File: src/rtl/act_lut_interp_sched.sv
// Round-robin scheduler that shares one activation LUT among N_REQ requesters
// and linearly interpolates between the base/next entries it returns.
module act_lut_interp_sched #(
    parameter int unsigned N_REQ  = 4,
    parameter int unsigned DATA_W = 8,
    parameter int unsigned ADDR_W = 4,
    parameter int unsigned FRAC_W = DATA_W - ADDR_W
) (
    input  logic                      clk,
    input  logic                      rst,
    input  logic [N_REQ-1:0]          req_valid,
    input  logic [N_REQ*DATA_W-1:0]   req_data,
    output logic [N_REQ-1:0]          req_ready,
    output logic [ADDR_W-1:0]         lut_address,
    input  logic [DATA_W-1:0]         lut_base,
    input  logic [DATA_W-1:0]         lut_next,
    output logic                      resp_valid,
    output logic [DATA_W-1:0]         resp_data,
    output logic [N_REQ-1:0]          resp_id,
    input  logic                      resp_ready,
    output logic                      busy
);

    localparam int unsigned PTR_W  = (N_REQ > 1) ? $clog2(N_REQ) : 1;
    localparam int unsigned DIFF_W = DATA_W + 1;
    localparam int unsigned PROD_W = DATA_W + FRAC_W + 2;
    localparam logic signed [PROD_W-1:0] SAT_MAX = PROD_W'((2 ** (DATA_W - 1)) - 1);
    localparam logic signed [PROD_W-1:0] SAT_MIN = -SAT_MAX - PROD_W'(1);

    typedef enum logic [1:0] {IDLE, LOOKUP, CALC, RESP} state_e;

    state_e                     state_q, state_d;
    logic [PTR_W-1:0]           rr_ptr_q, rr_ptr_d;
    logic [PTR_W-1:0]           g_q, g_d;
    logic [FRAC_W-1:0]          frac_q, frac_d;
    logic [N_REQ-1:0]           id_q, id_d;
    logic [ADDR_W-1:0]          addr_q, addr_d;
    logic signed [DATA_W-1:0]   base_q, base_d;
    logic signed [DATA_W-1:0]   next_q, next_d;
    logic                       rv_q, rv_d;
    logic [DATA_W-1:0]          rd_q, rd_d;
    logic [N_REQ-1:0]           rid_q, rid_d;

    logic                       grant_found;
    logic [PTR_W-1:0]           grant_idx;
    int unsigned                scan_idx;

    logic signed [DIFF_W-1:0]   diff;
    logic signed [FRAC_W:0]     frac_s;
    logic signed [PROD_W-1:0]   prod;
    logic signed [PROD_W-1:0]   interp;
    logic [DATA_W-1:0]          sat_y;
    logic [DATA_W-1:0]          grant_data;

    // Round-robin search starting at rr_ptr, wrapping modulo N_REQ.
    always_comb begin
        grant_found = 1'b0;
        grant_idx   = '0;
        scan_idx    = 0;
        for (int unsigned k = 0; k < N_REQ; k++) begin
            scan_idx = 32'(rr_ptr_q) + k;
            if (scan_idx >= N_REQ) scan_idx = scan_idx - N_REQ;
            if (!grant_found && req_valid[PTR_W'(scan_idx)]) begin
                grant_found = 1'b1;
                grant_idx   = PTR_W'(scan_idx);
            end
        end
    end

    // Interpolation: base + floor((next-base)*frac / 2^FRAC_W), saturated.
    always_comb begin
        diff   = DIFF_W'(next_q) - DIFF_W'(base_q);
        frac_s = $signed({1'b0, frac_q});
        prod   = PROD_W'(diff) * PROD_W'(frac_s);
        interp = PROD_W'(base_q) + (prod >>> FRAC_W);
        if (interp > SAT_MAX)      sat_y = DATA_W'(SAT_MAX);
        else if (interp < SAT_MIN) sat_y = DATA_W'(SAT_MIN);
        else                       sat_y = interp[DATA_W-1:0];
    end

    assign grant_data = req_data[32'(grant_idx)*DATA_W +: DATA_W];

    // Next-state and accept-strobe logic.
    always_comb begin
        state_d   = state_q;
        rr_ptr_d  = rr_ptr_q;
        g_d       = g_q;
        frac_d    = frac_q;
        id_d      = id_q;
        addr_d    = addr_q;
        base_d    = base_q;
        next_d    = next_q;
        rv_d      = rv_q;
        rd_d      = rd_q;
        rid_d     = rid_q;
        req_ready = '0;
        case (state_q)
            IDLE: begin
                if (grant_found && !rst) begin
                    req_ready[grant_idx] = 1'b1;
                    g_d     = grant_idx;
                    frac_d  = grant_data[FRAC_W-1:0];
                    id_d    = N_REQ'(1) << grant_idx;
                    addr_d  = grant_data[DATA_W-1 -: ADDR_W];
                    state_d = LOOKUP;
                end
            end
            LOOKUP: begin
                base_d  = lut_base;
                next_d  = lut_next;
                state_d = CALC;
            end
            CALC: begin
                rd_d    = sat_y;
                rid_d   = id_q;
                rv_d    = 1'b1;
                state_d = RESP;
            end
            RESP: begin
                if (resp_ready) begin
                    rv_d     = 1'b0;
                    rr_ptr_d = (g_q == PTR_W'(N_REQ - 1)) ? '0 : g_q + PTR_W'(1);
                    state_d  = IDLE;
                end
            end
            default: state_d = IDLE;
        endcase
    end

    // State and datapath registers with synchronous reset.
    always_ff @(posedge clk) begin
        if (rst) begin
            state_q  <= IDLE;
            rr_ptr_q <= '0;
            g_q      <= '0;
            frac_q   <= '0;
            id_q     <= '0;
            addr_q   <= '0;
            base_q   <= '0;
            next_q   <= '0;
            rv_q     <= 1'b0;
            rd_q     <= '0;
            rid_q    <= '0;
        end else begin
            state_q  <= state_d;
            rr_ptr_q <= rr_ptr_d;
            g_q      <= g_d;
            frac_q   <= frac_d;
            id_q     <= id_d;
            addr_q   <= addr_d;
            base_q   <= base_d;
            next_q   <= next_d;
            rv_q     <= rv_d;
            rd_q     <= rd_d;
            rid_q    <= rid_d;
        end
    end

    assign lut_address = addr_q;
    assign resp_valid  = rv_q;
    assign resp_data   = rd_q;
    assign resp_id     = rid_q;
    assign busy        = (state_q != IDLE);

endmodule

File: config.mk
export PLATFORM = sky130hd
export DESIGN_NAME = act_lut_interp_sched
export DESIGN_NICKNAME = d
export VERILOG_FILES = /design/src/rtl/act_lut_interp_sched.sv
export SDC_FILE = /design/constraint.sdc
export NUM_CORES = 1
export LEC_CHECK = 0
export CAP_MARGIN = 20
export CORE_MARGIN = 1.5
export CORE_UTILIZATION = 54
export DETAILED_ROUTE_END_ITERATION = 12
export GPL_ROUTABILITY_DRIVEN = 0
export GPL_TIMING_DRIVEN = 0
export PLACE_DENSITY = 0.82
export RECOVER_POWER = 50
export SLEW_MARGIN = 20
export SYNTH_ARGS = -nofsm -noshare
export SYNTH_HDL_FRONTEND = slang
export SYNTH_SLANG_ARGS = --single-unit
File: constraint.sdc
create_clock -name clk -period 6.65 [get_ports clk]
set_input_delay 1.33 -clock clk [delete_from_list [all_inputs] [get_ports clk]]
set_output_delay 1.33 -clock clk [all_outputs]
set_load 0.02 [all_outputs]
==> out/results.tsv, run 1 <==
stage	metric	value	unit
flow_run	maxCapViolCount	0	
grt	grt_use_met2	46.3	%
floorplan	die_w	92.7	um
critical_path	worstRegToRegCells	26	
critical_path	required	6.85	ns
power_and_ir_drop	vdd_drop_max	0.466	mV
grt	grt_pass1_wl	17400	um
critical_path	cpPeakStageDelay	0.54	ns
sta	grt_setup_unrepaired	false	
power_and_ir_drop	sw_frac_of_total	49.2	%
sta	layout_min_cycle_time	6.36	ns
floorplan	io_pins	77	
final_layout	fill_cells	616	
synth	syn_inst	505	
detailed_routing	drc	0	
detailed_routing	drt_pass1_iterations	4	
cts	cts-buffers-inserted	5	
synth	yosys.cell_types.count	54	
synth	ys_warn_count	0	
final_layout	layout_common_cells	58 x clkdlybuf4s50_1, 54 x nor2_1, 52 x inv_1, 47 x ha_1, 46 x dfxtp_1	
floorplan	row_count	32	
floorplan	design.die.area	8590	sq um
critical_path	cp-startpoint	next_q[0]$_SDFFE_PP0N_	
placement	dp.final_hpwl	8550	um
cts	clk_latency	0.31	ns
final_layout	area_delta_synth_final	25.2	%
critical_path	critPathCapture	resp_data[0]$_SDFFE_PP0P_	
power_and_ir_drop	p_int	1.52	mW
floorplan	die_h	92.7	um
cts	cts_root_buf	clkbuf_8	
final_layout	drive_above_1_share	8.29	%
critical_path	crit_path_top_delay_cell	or4_1	
cts	cts.sinks	47	
status	status	finished, final reports clean	
cts	clk_pin_slew_worst_paths	0.10	ns
critical_path	crit_path_end_kind	register	
synth	synth-edff-count	0	
sta	fin_skew	0.0132	ns
hold_path	hp-class	reg2reg	
synth	ys_seq_elements	47	
synth	synth_area	4340	sq um
placement	dp_slack	-0.105	ns
floorplan	core_area	7770	sq um
final_layout	antennaDiodeCount	0	
grt	grt-ovfl-total	0	
grt	use_met1	31.0	%
critical_path	crit_cells	26	
placement	placed_area	5230	sq um
grt	antenna_found_initial	0	
critical_path	arrival	6.56	ns
cts	max-clock-path-buffers	2	
sta	worstMarginPinSlew	0.747	ns
synth	syn_area_per_cell	8.60	sq um
critical_path	cp_num_buf_inv	5	
critical_path	reg2reg_to	resp_data[0]$_SDFFE_PP0P_	
cts	cts_hold_buf	0	
synth	async_flop_share	0	%
cts	cts_max_level	2	
sta	setup_ws	0.293	ns
detailed_routing	via_per_inst	5.49	
grt	gr-usage-all-layers	25.3	%
synth	synthesis.nets	628	
detailed_routing	wl_per_cell	15.4	um
detailed_routing	via_count	3808	
grt	grt_max_degree	17	
power_and_ir_drop	p_clk_share	7.2	%
cts	cts_tree	built	
power_and_ir_drop	power.switching	1.47	mW
sta	max_freq	157	MHz
final_layout	final_common_cell	clkdlybuf4s50_1	
synth	ys.flop_type	dfxtp_1	
power_and_ir_drop	pwr-share-comb	79.2	%
detailed_routing	wl	10700	um
critical_path	r2r_slack	0.29	ns
power_and_ir_drop	p_leak	2.42	nW
grt	grtUsageMet3	2.71	%
sta	fin_crit_sh	95.6	%
final_layout	nNetsFinal	713	
critical_path	crit_path_max_fanout	6	
sta	maxSlewViolCount	0	
power_and_ir_drop	power_density	551	nW/um^2
sta	finalSetupViolCount	0	
synth	seq_area_frac_synth	21.7	%
critical_path	reg2reg_from	next_q[0]$_SDFFE_PP0N_	
placement	port-buffer-count	76	
grt	top_usage_layer	met2	
grt	grt_pass1_vias	3900	
floorplan	initial_core_util	55.9	%
detailed_routing	ant_nets	0	
sta	slew_headroom	50.2	%
critical_path	cpLargestDelayFamily	adder cells	
critical_path	cp-start-kind	register	
sta	hold_violations	0	
critical_path	crit_type	reg2reg	
detailed_routing	drtIter0Drc	130	
power_and_ir_drop	p_seq_share	13.5	%
final_layout	design_area	5440	sq um
worst min-delay path by stage:
stage	start	endpoint	depth (start not counted)
floorplan	g_q[0]$_SDFFE_PP0P_	g_q[0]$_SDFFE_PP0P_	2
global route	lut_address[3]$_SDFFE_PP0P_	lut_address[3]$_SDFFE_PP0P_	2
detailed placement	g_q[0]$_SDFFE_PP0P_	g_q[0]$_SDFFE_PP0P_	2
CTS	g_q[0]$_SDFFE_PP0P_	g_q[0]$_SDFFE_PP0P_	2
finish	g_q[0]$_SDFFE_PP0P_	g_q[0]$_SDFFE_PP0P_	2
global placement	lut_address[0]$_SDFFE_PP0P_	lut_address[0]$_SDFFE_PP0P_	2
cell type report:
class                   count  area (sq um)  share of cell area (%)
plain buffers              20          86.3                    1.59
inverters                  56           210                    3.87
multi-input cells         382          3180                    58.4
repair buffers             78           776                    14.3
well taps                 102           128                    2.35
flip-flops and latches     47           945                    17.4
clock buffers               5          68.8                    1.27
clock inverters             3          46.3                   0.852
cells in the mapped netlist (6+ instances only):
master	n	area [sq um]
nand3b_1	7	52.6
nor3_1	13	65.1
mux2i_1	42	420
nor2_1	54	203
or3_1	6	37.5
ha_1	48	601
nor2b_1	10	62.6
o21ai_1	18	90.1
clkbuf_1	16	60.1
inv_1	52	195
fa_1	20	400
and2_1	13	81.3
nand2_1	24	90.1
mux2_2	9	101
dfxtp_1	47	941
a21oi_1	24	120
xnor2_1	14	123
nor3b_1	9	67.6
o21a_1	7	52.6
layer usage:
layer	routed length, um	up-vias	part of all wire [%]
met1	4630	1823	43
met2	5580	68	52
met4	151	0	1.4
met3	325	13	3.0
met5	0	-	0
li1	-	1904	-
kinds of logic after synthesis:
kind of cell	after synthesis	synth area share, %
XOR/XNOR	19	3.83
flip-flops	47	21.7
AO/OA/AOI/OAI	92	14.6
AND/OR/NAND/NOR	152	18.0
multiplexers	51	12.0
adder cells (fa/ha/maj)	68	23.0
buffers and inverters	76	6.83
metrics by stage:
stage	hold slack, ns	power [mW]	cells	TNS [ns]	util (%)
finish	0.490	2.99	693	0	70.0
global route	0.522	3.27	693	0	70.0
CTS	0.488	2.88	691	0	68.9
detailed placement	0.474	2.63	683	-0.517	67.3
global placement	0.464	2.56	683	-0.00738	67.3
floorplan	0.454	2.13	505	0	-
sequential cells by signal (all words and copies together), names as in the netlist:
| signal | flops |
|---|---|
| base_q | 8 |
| next_q | 8 |
| resp_data | 8 |
| frac_q | 4 |
| id_q | 4 |
| lut_address | 4 |
| resp_id | 4 |
| g_q | 2 |
| rr_ptr_q | 2 |
| state_q | 2 |
| resp_valid | 1 |
worst min-delay path: stages (launching register included):
cell and delay, ns:
dfxtp_1 0.34, nand2_1 0.06, a21oi_1 0.05
power by group through the flow:
stage	sequential [mW]	combinational [mW]	clock, mW
floorplan	0.427	1.70	0
global route	0.411	2.63	0.230
detailed placement	0.410	2.22	0
CTS	0.404	2.26	0.219
finish	0.404	2.37	0.217
global placement	0.405	2.15	0
timing repair:
action,in CTS,in global routing
buffers inserted,0,2
pin swaps,0,3
endpoints found under the setup margin,6,7
gates resized for setup,1,16
Note: power is estimated with default switching activity, not from simulation.
==> run 2: changes to the inputs <==
--- a/config.mk
+++ b/config.mk
@@ -11,6 +11,7 @@
 export DETAILED_ROUTE_END_ITERATION = 12
 export GPL_ROUTABILITY_DRIVEN = 0
 export GPL_TIMING_DRIVEN = 0
+export MAX_ROUTING_LAYER = met4
 export PLACE_DENSITY = 0.82
 export RECOVER_POWER = 50
 export SLEW_MARGIN = 20
==> out/results.tsv, run 2 (synthesis gave the netlist of run 1 again) <==
stage	metric	value	unit
status	status	finished, final reports clean	
sta	hold_slack	0.489	ns
grt	gr-usage-all-layers	26.0	%
final_layout	multiInputGateArea	3180	sq um
final_layout	fill_cells	616	
detailed_routing	via_per_inst	5.47	
placement	placed_area	5230	sq um
final_layout	nNetsFinal	713	
critical_path	arrival	6.56	ns
detailed_routing	wl_per_cell	15.4	um
final_layout	ff_latch_area	945	sq um
final_layout	design_area	5440	sq um
final_layout	area_delta_synth_final	25.2	%
final_layout	antennaDiodeCount	0	
sta	layout_min_cycle_time	6.36	ns
sta	max_freq	157	MHz
cts	clk_latency	0.31	ns
final_layout	layout_common_cells	58 x clkdlybuf4s50_1, 54 x nor2_1, 52 x inv_1, 47 x ha_1, 46 x dfxtp_1	
sta	hold_violations	0	
critical_path	crit_path_end_kind	register	
sta	fin_skew	0.0120	ns
sta	setup_tns	0	ns
critical_path	crit_path_max_fanout	6	
detailed_routing	drc	0	
grt	grt_pass1_wl	17400	um
detailed_routing	via_count	3793	
detailed_routing	drt_pass1_iterations	4	
cts	cts.sinks	47	
critical_path	cp-start-kind	register	
sta	worstMarginPinSlew	0.744	ns
critical_path	crit_type	reg2reg	
final_layout	drive_above_1_share	8.29	%
grt	antenna_found_initial	0	
cts	cts_root_buf	clkbuf_8	
placement	dp.final_hpwl	8550	um
sta	maxSlewViolCount	0	
sta	fin_crit_sh	95.6	%
power_and_ir_drop	power	2.99	mW
critical_path	worstRegToRegCells	25	
sta	setup_ws	0.292	ns
detailed_routing	wl	10700	um
floorplan	initial_core_util	55.9	%
power_and_ir_drop	power_density	551	nW/um^2
cts	cts_max_level	2	
floorplan	io_pins	77	
flow_run	maxCapViolCount	0	
cts	clk_pin_slew_worst_paths	0.10	ns
floorplan	design.die.area	8590	sq um
floorplan	die_w	92.7	um
hold_path	hp-class	reg2reg	
detailed_routing	drtIter0Drc	153	
sta	finalSetupViolCount	0	
placement	port-buffer-count	76	
sta	slew_headroom	50.4	%
power_and_ir_drop	vdd_drop_max	0.464	mV
cts	cts_tree	built	
detailed_routing	ant_nets	0	
cts	cts-buffers-inserted	5	
floorplan	row_count	32	
grt	grt_max_degree	17	
placement	dp_slack	-0.105	ns
floorplan	core_area	7770	sq um
hold_path	hold_depth	2	
sta	grt_setup_unrepaired	false	
cts	cts_hold_buf	0	
floorplan	die_h	92.7	um
critical_path	required	6.85	ns
grt	grt_pass1_vias	3901	
grt	grt-ovfl-total	0	
final_layout	final_common_cell	clkdlybuf4s50_1	
power_and_ir_drop	p_leak	2.42	nW
cts	max-clock-path-buffers	2	
run 2: through the flow:
stage | utilization, % | cells
after floorplan | - | 505
after global placement | 67.3 | 683
final | 70.0 | 693
after CTS | 68.9 | 691
after global routing | 70.0 | 693
after detailed placement | 67.3 | 683
run 2: timing repair:
| action | in CTS | in global routing |
|---|---|---|
| buffers inserted | 0 | 2 |
| pin swaps | 0 | 3 |
| gates resized for setup | 1 | 16 |
| setup endpoints to repair | 6 | 7 |
run 2: area by class of cell:
| class | count | share of cell area (%) |
|---|---|---|
| Multi-Input combinational cell | 382 | 58.4 |
| Clock buffer | 5 | 1.27 |
| Buffer | 20 | 1.59 |
| Clock inverter | 3 | 0.852 |
| Inverter | 56 | 3.87 |
| Tap cell | 102 | 2.35 |
| Sequential cell | 47 | 17.4 |
| Timing Repair Buffer | 78 | 14.3 |
run 2: per-layer routing:
| metal | track usage (%) | vias up | part of all wire (%) |
|---|---|---|---|
| met5 | - | - | 0 |
| met4 | 7.58 | 0 | 1.4 |
| met3 | 2.55 | 13 | 2.4 |
| met2 | 46.3 | 55 | 53 |
| met1 | 31.0 | 1824 | 44 |
| li1 | - | 1901 | - |
run 2: where the power goes:
group	internal (mW)	leakage (nW)	switching, mW
Clock	0.113	0.0548	0.103
Sequential	0.352	0.386	0.0522
Combinational	1.05	1.98	1.32
Total	1.52	2.42	1.47
run 2: final timing paths:
kind / startpoint / endpoint / slack [ns]
max: base_q[2]$_SDFFE_PP0N_ / resp_data[0]$_SDFFE_PP0P_ / 0.29
max reg2reg: base_q[2]$_SDFFE_PP0N_ / resp_data[0]$_SDFFE_PP0P_ / 0.29
min reg2reg: g_q[0]$_SDFFE_PP0P_ / g_q[0]$_SDFFE_PP0P_ / 0.49
min: g_q[0]$_SDFFE_PP0P_ / g_q[0]$_SDFFE_PP0P_ / 0.49
run 2: critical path: stages, from the launching register on:
cell and delay, ns:
dfxtp_1 0.38, inv_1 0.06, ha_1 0.33, nor2b_1 0.16, o31a_1 0.35, o311a_4 0.35, a21oi_2 0.22, and2_1 0.17
ha_1 0.23, fa_1 0.51, inv_1 0.05, fa_1 0.50, inv_1 0.05, ha_1 0.33, o21ai_1 0.14, nand2b_1 0.10
and3_1 0.19, a221oi_1 0.33, xnor2_1 0.19, ha_1 0.40, xor2_1 0.16, inv_1 0.05, or4_1 0.54, and3_1 0.22
buf_6 0.14, o32ai_1 0.12
==> run 3: changes to the inputs <==
--- a/config.mk
+++ b/config.mk
@@ -8,12 +8,14 @@
 export CAP_MARGIN = 20
 export CORE_MARGIN = 1.5
 export CORE_UTILIZATION = 54
+export CTS_CLUSTER_DIAMETER = 40
 export DETAILED_ROUTE_END_ITERATION = 12
 export GPL_ROUTABILITY_DRIVEN = 0
 export GPL_TIMING_DRIVEN = 0
 export MAX_ROUTING_LAYER = met4
 export PLACE_DENSITY = 0.82
 export RECOVER_POWER = 50
+export REMOVE_ABC_BUFFERS = 1
 export SLEW_MARGIN = 20
 export SYNTH_ARGS = -nofsm -noshare
 export SYNTH_HDL_FRONTEND = slang
==> out/results.tsv, run 3 (synthesis gave the netlist of run 1 again) <==
stage	metric	value	unit
detailed_routing	drt_pass1_iterations	4	
sta	finalSetupViolCount	0	
sta	grt_setup_unrepaired	false	
cts	cts-buffers-inserted	5	
floorplan	die_h	92.7	um
floorplan	io_pins	77	
critical_path	r2r_slack	0.26	ns
placement	dp.final_hpwl	7950	um
detailed_routing	via_count	3773	
power_and_ir_drop	sw_frac_of_total	48.6	%
critical_path	crit_path_top_delay_cell	fa_1	
grt	grt_pass1_wl	16800	um
critical_path	crit_type	reg2reg	
critical_path	crit_path_max_fanout	6	
detailed_routing	wl_per_cell	15.0	um
hold_path	hold_depth	2	
detailed_routing	wl	10200	um
sta	fin_crit_sh	96.1	%
cts	cts.sinks	47	
critical_path	arrival	6.62	ns
placement	dp_slack	-0.123	ns
final_layout	antennaDiodeCount	0	
final_layout	fin_cells	676	
sta	fin_skew	0.00795	ns
detailed_routing	drtIter0Drc	147	
sta	max_freq	157	MHz
flow_run	maxCapViolCount	1	
critical_path	cpPeakStageDelay	0.51	ns
power_and_ir_drop	power.switching	1.48	mW
sta	hold_slack	0.487	ns
hold_path	hp-class	reg2reg	
final_layout	layout_common_cells	66 x clkdlybuf4s50_1, 53 x nor2_1, 52 x inv_1, 47 x ha_1, 46 x dfxtp_1	
final_layout	fill_cells	617	
hold_path	whs_endpoint	lut_address[1]$_SDFFE_PP0P_	
sta	worstMarginPinSlew	1.83	ns
grt	gr-usage-all-layers	24.7	%
grt	grt_max_degree	43	
critical_path	cp-start-kind	register	
power_and_ir_drop	p_seq_share	13.6	%
final_layout	nNetsFinal	696	
cts	cts_tree	built	
sta	layout_min_cycle_time	6.39	ns
status	status	finished with violations	
status	violations	capacitance limit, slew limit	
power_and_ir_drop	p_int	1.56	mW
floorplan	die_w	92.7	um
final_layout	area_delta_synth_final	24.7	%
power_and_ir_drop	p_clk_share	8.7	%
floorplan	core_area	7770	sq um
cts	max-clock-path-buffers	2	
grt	grt-ovfl-total	0	
floorplan	row_count	32	
power_and_ir_drop	pwr-share-comb	77.6	%
grt	antenna_found_initial	0	
cts	cts_max_level	2	
detailed_routing	ant_nets	0	
critical_path	worstRegToRegCells	25	
sta	hold_violations	0	
hold_path	worstHoldStart	lut_address[1]$_SDFFE_PP0P_	
critical_path	reg2reg_from	base_q[2]$_SDFFE_PP0N_	
placement	port-buffer-count	76	
cts	clk_pin_slew_worst_paths	0.10	ns
final_layout	final_common_cell	clkdlybuf4s50_1	
floorplan	design.die.area	8590	sq um
detailed_routing	via_per_inst	5.58	
cts	cts_root_buf	clkbuf_8	
critical_path	reg2reg_to	resp_data[5]$_SDFFE_PP0P_	
power_and_ir_drop	p_leak	2.39	nW
critical_path	cpMostUsedCell	ha_1	
sta	setup_ws	0.260	ns
critical_path	required	6.88	ns
critical_path	crit_path_end_kind	register	
power_and_ir_drop	vdd_drop_max	0.512	mV
sta	slew_headroom	-22.3	%
power_and_ir_drop	power_density	561	nW/um^2
placement	place_inst	666	
detailed_routing	drc	0	
cts	clk_latency	0.32	ns
sta	maxSlewViolCount	43	
floorplan	initial_core_util	55.9	%
grt	grt_pass1_vias	3770	
final_layout	drive_above_1_share	9.23	%
cts	cts_hold_buf	0	
==> run 3: changes by cell type in the layout (fill, tap and decap cells not counted), moves of 2 or more <==
cell,delta
dlygate4sd3_1,-9
clkbuf_1,-14
buf_4,+2
clkdlybuf4s50_1,+8
buf_2,-3
==> run 3: layer usage <==
metal,track usage [%],share of wire [%]
met4,6.94,1.4
met1,30.0,43
met5,-,0
met2,43.6,52
met3,2.46,3.3
==> run 3: through the flow <==
stage	area [sq um]	power (mW)	TNS, ns	utilization, %
CTS	5330	2.91	0	68.7
global placement	5140	2.54	-0.288	66.2
floorplan	4260	2.11	0	-
finish	5410	3.04	0	69.7
global route	5410	3.33	0	69.7
detailed placement	5190	2.62	-0.705	66.8
==> run 3: area by class of cell <==
class | count | area, sq um | share of cell area, %
tap | 102 | 128 | 2.36
clock buffer | 5 | 68.8 | 1.27
timing repair buffer | 81 | 788 | 14.6
sequential | 47 | 942 | 17.4
clock inverter | 3 | 71.3 | 1.32
multi-input combinational | 382 | 3210 | 59.2
inverter | 56 | 210 | 3.88
==> run 3: critical path, delay by kind of cell (launching register included) <==
family / cells / cell delay, ns
AO/OA/AOI/OAI: 9 / 2.26
XOR/XNOR: 1 / 0.22
adder cells (fa/ha/maj): 6 / 2.27
buffers and inverters: 3 / 0.15
flip-flops: 1 / 0.39
AND/OR/NAND/NOR: 6 / 1.00
==> run 3: timing repair <==
action                     in CTS  in global routing
pin swaps                       0                  3
setup endpoints to repair       7                  7
gates resized for setup         2                 18
setup buffers                   0                  2
==> run 3: how the worst max path moves through the flow <==
stage,from,to,cells after the start
detailed placement,base_q[1]$_SDFFE_PP0N_,resp_data[5]$_SDFFE_PP0P_,25
finish,base_q[2]$_SDFFE_PP0N_,resp_data[5]$_SDFFE_PP0P_,25
global route,base_q[1]$_SDFFE_PP0N_,resp_data[1]$_SDFFE_PP0P_,25
global placement,req_valid[0],req_ready[3],7
CTS,base_q[1]$_SDFFE_PP0N_,resp_data[5]$_SDFFE_PP0P_,25
floorplan,base_q[1]$_SDFFE_PP0N_,resp_data[5]$_SDFFE_PP0P_,25
==> run 3: power by group through the flow <==
stage | clock [mW] | sequential, mW | combinational, mW
finish | 0.265 | 0.414 | 2.36
global route | 0.279 | 0.426 | 2.63
CTS | 0.268 | 0.414 | 2.23
detailed placement | 0 | 0.419 | 2.20
global placement | 0 | 0.415 | 2.12
floorplan | 0 | 0.435 | 1.67
==> edit: new RTL, flow settings as in run 3 <==
Set the parameter `DATA_W` to 7 (it was 8).
--- a/src/rtl/act_lut_interp_sched.sv
+++ b/src/rtl/act_lut_interp_sched.sv
@@ -2,7 +2,7 @@
 // and linearly interpolates between the base/next entries it returns.
 module act_lut_interp_sched #(
     parameter int unsigned N_REQ  = 4,
-    parameter int unsigned DATA_W = 8,
+    parameter int unsigned DATA_W = 7,
     parameter int unsigned ADDR_W = 4,
     parameter int unsigned FRAC_W = DATA_W - ADDR_W
 ) (
Interface: changed (resized lut_base, lut_next, req_data and resp_data); port bits go from 77 to 70. No check against the original RTL was run, so the function may have changed too.
==> edit against run 3 <==
  * The run ends with DRC left
  * Critical path type unchanged
  * Sequential cell count is 4 lower
  * Routed wire length decreased by 25%
  * Synthesized area is 16% lower
  * Die area shrank 16%
  * Final area shrank 17%
  * Synthesized cell count decreased by 14%
  * Non-clock buffer count decreased by 11
  * Clock power decreased by 3%
  * Worst setup slack improved by 0.30 ns
  * Total power shrank 28%
  * Combinational power is 34% lower
  * Final cell count down 15%
==> edit: results (changes against run 3) <==
| Metric | Value |
|---|---|
| Seq/Total Area, Yosys | `0.236 (was 0.217)` |
| GRT met2 Usage | `0.389 (was 0.436)` |
| Reg2Reg Depth | `27 (was 25)` |
| # DRC | `1 (was 0)` |
| Post-place setup slack | `0.526 ns (was -0.123 ns)` |
| Initial drt markers | `103 (was 147)` |
| Synth top cells by count | `inv_1, dfxtp_1, nor2_1, ha_1, a21oi_1 (was nor2_1, inv_1, ha_1, dfxtp_1, mux2i_1)` |
| Vias per std cell | `5.49 (was 5.58)` |
| Worst EP arrival | `6.28 ns (was 6.62 ns)` |
| Worst VDD drop | `0.236 mV (was 0.512 mV)` |
| Fillers | `514 (was 617)` |
| Largest net degree at the start of global routing | `28 (was 43)` |
| M1 WL | `3280 microns (was 4390 microns)` |
| Failing checks | `DRC (was capacitance limit, slew limit)` |
| Global Route met1 Usage | `0.255 (was 0.300)` |
| Fmax | `164 MHz (was 157 MHz)` |
| Post-Place Cells | `566 (was 666)` |
| Post-DP HPWL | `6060 microns (was 7950 microns)` |
| Reg2reg setup slack | `0.56 ns (was 0.26 ns)` |
| Wirelength, routed | `7590 microns (was 10,200 microns)` |
| Wire per inst | `13.2 microns (was 15.0 microns)` |
| Status | `finished with violations (unchanged)` |
| Syn_area_per_cell | `8.41 sq um (was 8.60 sq um)` |
| Clk power | `257 uW (was 265 uW)` |
| Rel. slew slack | `0.354 (was -0.223)` |
| Layout Nets | `596 (was 696)` |
| Sw Share | `0.463 (was 0.486)` |
| First-pass GRT wire length | `12,900 microns (was 16,800 microns)` |
| Syn-to-layout area delta | `24.1% (was 24.7%)` |
edit: changes by cell type in the layout (fill, tap and decap cells not counted), sizes merged, moves of 6 or more:
cell / delta
mux2i: -17
nor2: -12
clkdlybuf4s50: -10
fa: -10
ha: -7
nand3: +7
nor3: -6
o21a: -6
or3: -6
edit: cell families after synthesis:
| logic type | count (synthesis) | synth area share |
|---|---|---|
| AND/OR/NAND/NOR | 133 | 0.189 |
| AO/OA/AOI/OAI | 91 | 0.174 |
| buffers and inverters | 68 | 0.0787 |
| adder cells (fa/ha/maj) | 51 | 0.196 |
| flip-flops | 43 | 0.236 |
| multiplexers | 32 | 0.0903 |
| XOR/XNOR | 15 | 0.0361 |
edit: final cells by class:
class / instances / area share
Clock buffer: 5 / 0.0152
Clock inverter: 3 / 0.0158
Inverter: 54 / 0.0448
Multi-Input combinational cell: 322 / 0.555
Sequential cell: 43 / 0.190
Tap cell: 77 / 0.0213
Timing Repair Buffer: 70 / 0.157
